==> src/rtl/reg_file_sb.sv <==
// Parametrised register file with optional x0, write-to-read bypass and a
// busy-bit scoreboard used by the pipeline hazard logic.
module reg_file_sb #(
  parameter int DATA_W   = 32,
  parameter int ADDR_W   = 5,
  parameter int NUM_RD   = 2,
  parameter int ZERO_REG = 1,
  parameter int BYPASS   = 1
) (
  input  logic                       clk,
  input  logic                       rst,
  input  logic                       WE3,
  input  logic [ADDR_W-1:0]          A3,
  input  logic [DATA_W-1:0]          WD3,
  input  logic [NUM_RD*ADDR_W-1:0]   RA,
  output logic [NUM_RD*DATA_W-1:0]   RD,
  input  logic                       claim_en,
  input  logic [ADDR_W-1:0]          claim_addr,
  output logic [NUM_RD-1:0]          rd_busy,
  output logic [(2**ADDR_W)-1:0]     busy_vec,
  output logic [ADDR_W:0]            pend_cnt
);

  localparam int DEPTH = 2**ADDR_W;

  logic [DATA_W-1:0] regs_q [DEPTH];
  logic [DEPTH-1:0]  busy_q, busy_d;
  logic [ADDR_W:0]   pend_q, pend_d;
  logic              wr_legal;
  logic              claim_legal;

  assign wr_legal    = WE3 && ((A3 != '0) || (ZERO_REG == 0));
  assign claim_legal = claim_en && ((claim_addr != '0) || (ZERO_REG == 0));

  // A claim is applied after the clear so a new producer supersedes the retiring one.
  always_comb begin
    busy_d = busy_q;
    if (wr_legal) busy_d[A3] = 1'b0;
    if (claim_legal) busy_d[claim_addr] = 1'b1;
    pend_d = '0;
    for (int n = 0; n < DEPTH; n++) begin
      pend_d = pend_d + {{ADDR_W{1'b0}}, busy_d[n]};
    end
  end

  always_ff @(posedge clk or posedge rst) begin
    if (rst) begin
      for (int n = 0; n < DEPTH; n++) regs_q[n] <= '0;
      busy_q <= '0;
      pend_q <= '0;
    end else begin
      if (wr_legal) regs_q[A3] <= WD3;
      busy_q <= busy_d;
      pend_q <= pend_d;
    end
  end

  // Read ports: x0 forcing beats bypass, bypass beats array data; reset blanks all.
  logic [ADDR_W-1:0] ra;
  logic [DATA_W-1:0] rd_v;
  logic              bsy_v;

  always_comb begin
    RD      = '0;
    rd_busy = '0;
    ra      = '0;
    rd_v    = '0;
    bsy_v   = 1'b0;
    for (int i = 0; i < NUM_RD; i++) begin
      ra    = RA[i*ADDR_W +: ADDR_W];
      rd_v  = regs_q[ra];
      bsy_v = busy_q[ra];
      if ((ZERO_REG != 0) && (ra == '0)) begin
        rd_v  = '0;
        bsy_v = 1'b0;
      end else if ((BYPASS != 0) && wr_legal && (A3 == ra)) begin
        rd_v  = WD3;
        bsy_v = 1'b0;
      end
      if (rst) begin
        rd_v  = '0;
        bsy_v = 1'b0;
      end
      RD[i*DATA_W +: DATA_W] = rd_v;
      rd_busy[i]             = bsy_v;
    end
  end

  assign busy_vec = busy_q;
  assign pend_cnt = pend_q;

endmodule

==> config.mk <==
export PLATFORM = sky130hd
export DESIGN_NAME = reg_file_sb
export DESIGN_NICKNAME = d
export VERILOG_FILES = /design/src/rtl/reg_file_sb.sv
export SDC_FILE = /design/constraint.sdc
export NUM_CORES = 2
export LEC_CHECK = 0
export CAP_MARGIN = 40
export CORE_UTILIZATION = 51
export CTS_CLUSTER_DIAMETER = 50
export CTS_CLUSTER_SIZE = 14
export DETAILED_ROUTE_END_ITERATION = 16
export PLACE_DENSITY = 0.75
export REMOVE_ABC_BUFFERS = 1
export SLEW_MARGIN = 0
export SYNTH_ARGS = -nofsm -noshare
export SYNTH_HDL_FRONTEND = slang
export SYNTH_SLANG_ARGS = --single-unit
==> constraint.sdc <==
create_clock -name clk -period 38.3 [get_ports clk]
set_clock_uncertainty 0.05 [all_clocks]
set_input_delay 7.66 -clock clk [delete_from_list [all_inputs] [get_ports clk]]
set_output_delay 7.66 -clock clk [all_outputs]
set_load 0.01 [all_outputs]
==> flow_summary.yaml <==
outcome:
  status: "completed"
global_route:
  grtUsageTotal_pct: 31.2
  grt-busiest-layer: "met2"
  use_met1_pct: 42.4
  antenna_found_initial: 2
  use_met2_pct: 48.7
  met3_usage_pct: 6.33
  grt_first_pass_wirelength_microns: 261000
  grt_overflow: 0
  grt_max_degree: 176
  grt_pass1_vias: 39318
timing:
  fin_crit_ps: 19680
  slew_viol_final: 0
  finalSetupViolCount: 0
  tightest_slew_ps: 1010
  hold_viol: 0
  finalCritPeriodShare_pct: 51.4
  worst_slew_margin_rel_pct: 32.7
  max_freq_mhz: 50.8
  fin_tns_setup_ps: 0
  rsz0062_at_grt: "no"
placement:
  port_buffers: 159
  gp_congestion: 0.829
  hpwl_microns: 96600
  placed_cell_area_sq_um: 60700
yosys:
  netlist_instances: 4023
  yosysSeqAreaShare_pct: 46.2
  yosys.area.top_type: "dfrtp_1"
  yosysMostFrequentCell: "dfrtp_1"
  synth_edf_count: 0
  ys_warn_count: 0
  ys_top_cells_by_count: "dfrtp_1, mux2_2, mux4_2"
  ys_types: 58
  ys_seq_elements: 1062
  synth_area_leaders: "dfrtp_1, mux2_2, mux4_2"
  ys.flop_type: "dfrtp_1"
  async_flop_share_pct: 100
  syn-mean-instance-area_sq_um: 14.3
  netlist_area_sq_um: 57500
  yosysTopAreaCellShare_pct: 46.2
setup_path:
  end_kind: "primary output"
  cp.required_ps: 30590
  worstPathArrival_ps: 11970
  critPathLaunchType: "input pin"
  critical_path_peak_fanout: 106
  crit_family: "buffers and inverters"
  critPathMaxStageDelay_ps: 750
  crit_type: "input pin to primary output"
  cp_slowest_cell: "and4_2"
  path_cells: "buf_8, buf_12, xor2_1, nor4_2, and4_2, buf_4, a22oi_1, o21ai_0, clkdlybuf4s50_1"
  crit_buf_inv: 4
worst_hold_path:
  hold_class: "flip-flop to flip-flop"
cells_and_area:
  syn_to_final_growth_pct: 13.0
  drive_gt1_share_pct: 45.8
  fin_util_pct: 58.4
  stdcell_area_sq_um: 65000
  layout.nets: 4068
drt:
  dr.pass1.iters: 6
  drc: 0
  drtIter0Drc: 4171
  via_count: 38117
  ant_nets: 0
  routed_wl_microns: 175000
  viasPerCell: 6.84
  wl_per_cell_microns: 31.5
run:
  cap_violations: 0
clock_tree:
  cts_hold_buf: 0
  cts_tree: "done"
  clk_latency_ps: 700
  cts_max_level: 3
  post_cts_buffers: 0
  clock_path_buffers: 3
  cts_made_buffers: 118
  cts_sinks: 1062
  clk_pin_slew_ps: 60
  cts_resized: 0
  clock-root-buffer: "clkbuf_16"
floorplanning:
  ioPinCount: 160
  die_area_sq_um: 114000
  die_h_microns: 338
  core_sq_um: 111000
  num_rows: 122
  start_util_pct: 51.7
  dieWidth_microns: 338
pwr:
  p_leak_uw: 0.0283
  irDropWorstVdd_mv: 0.267
  power_density_nw_per_um2: 59.2
[path summary, 6_finish.rpt]
path                            cells after the start         start  slack (ps)            to
min in group asynchronous                           2           rst        7560   regs_q[897]
max in group asynchronous                           7           rst       27570   regs_q[752]
worst max register to register                     19  busy_vec[21]       32990   pend_cnt[4]
worst min-delay path                                0  regs_q[1004]         350  regs_q[1004]
worst max-delay path                                9         RA[0]       18620        RD[16]
worst min register to register                      0  regs_q[1004]         350  regs_q[1004]
[kinds of logic after synthesis]
kind of cell | count (synthesis) | synth area share [%]
muxes | 1691 | 41.1
DFF | 1062 | 46.2
buffers and inverters | 492 | 3.66
AOI/OAI and AO/OA | 420 | 5.27
and+or+nand+nor | 314 | 2.60
adders and majority gates | 31 | 0.988
xor gates and xnor gates | 13 | 0.198
[power by group]
| group | switching (uW) | internal (uW) | leakage [uW] |
|---|---|---|---|
| sequential | 167 | 1350 | 0.0136 |
| clock | 503 | 735 | 0.00205 |
| combinational | 499 | 593 | 0.0126 |
[layout make-up]
cell class	instances	area [sq um]
Antenna cell	1	2.50
Clock buffer	144	3220
Clock inverter	76	1050
Fill cell	8495	46300
Inverter	40	158
Multi-Input combinational cell	2469	29000
Sequential cell	1062	26600
Tap cell	1488	1860
Timing Repair Buffer	290	3060
[routing by layer]
| layer | vias to the layer above | share of wire (%) | wire (microns) |
|---|---|---|---|
| met5 | - | 0 | 0 |
| met4 | 0 | 4.7 | 8210 |
| met3 | 445 | 8.8 | 15500 |
| met2 | 1950 | 47 | 82600 |
| met1 | 20394 | 39 | 69000 |
| li1 | 15328 | - | - |
[per-stage QoR]
step,instances,setup WS (ps),power (uW),hold slack (ps)
final,5570,18620,3850,348
after global routing,5569,18280,4030,358
after CTS,5569,18520,3860,347
after detailed placement,5349,18540,2620,333
after global placement,5323,18390,2550,326
after floorplan,3571,696,2250,315
[sequential cells by signal, indices dropped and copies added, names as in the netlist]
name and count:
pend_cnt 6, regs_q 1024, busy_vec 32
[cells in the final DEF, fill, tap and decap left out, types with 20 or more instances in the layout]
cell and n:
nand2_2 24, buf_4 104, nor2_1 51, clkbuf_16 121
nand3_1 27, mux4_2 432, inv_1 39, a32o_1 32
a22oi_1 178, nand2_1 115, mux2_2 1035, fa_1 24
a21oi_1 55, dfrtp_1 1062, clkdlybuf4s50_1 150, mux2i_1 224
o221ai_1 20, o21ai_0 41
Note: power is estimated with default switching activity, not from simulation.
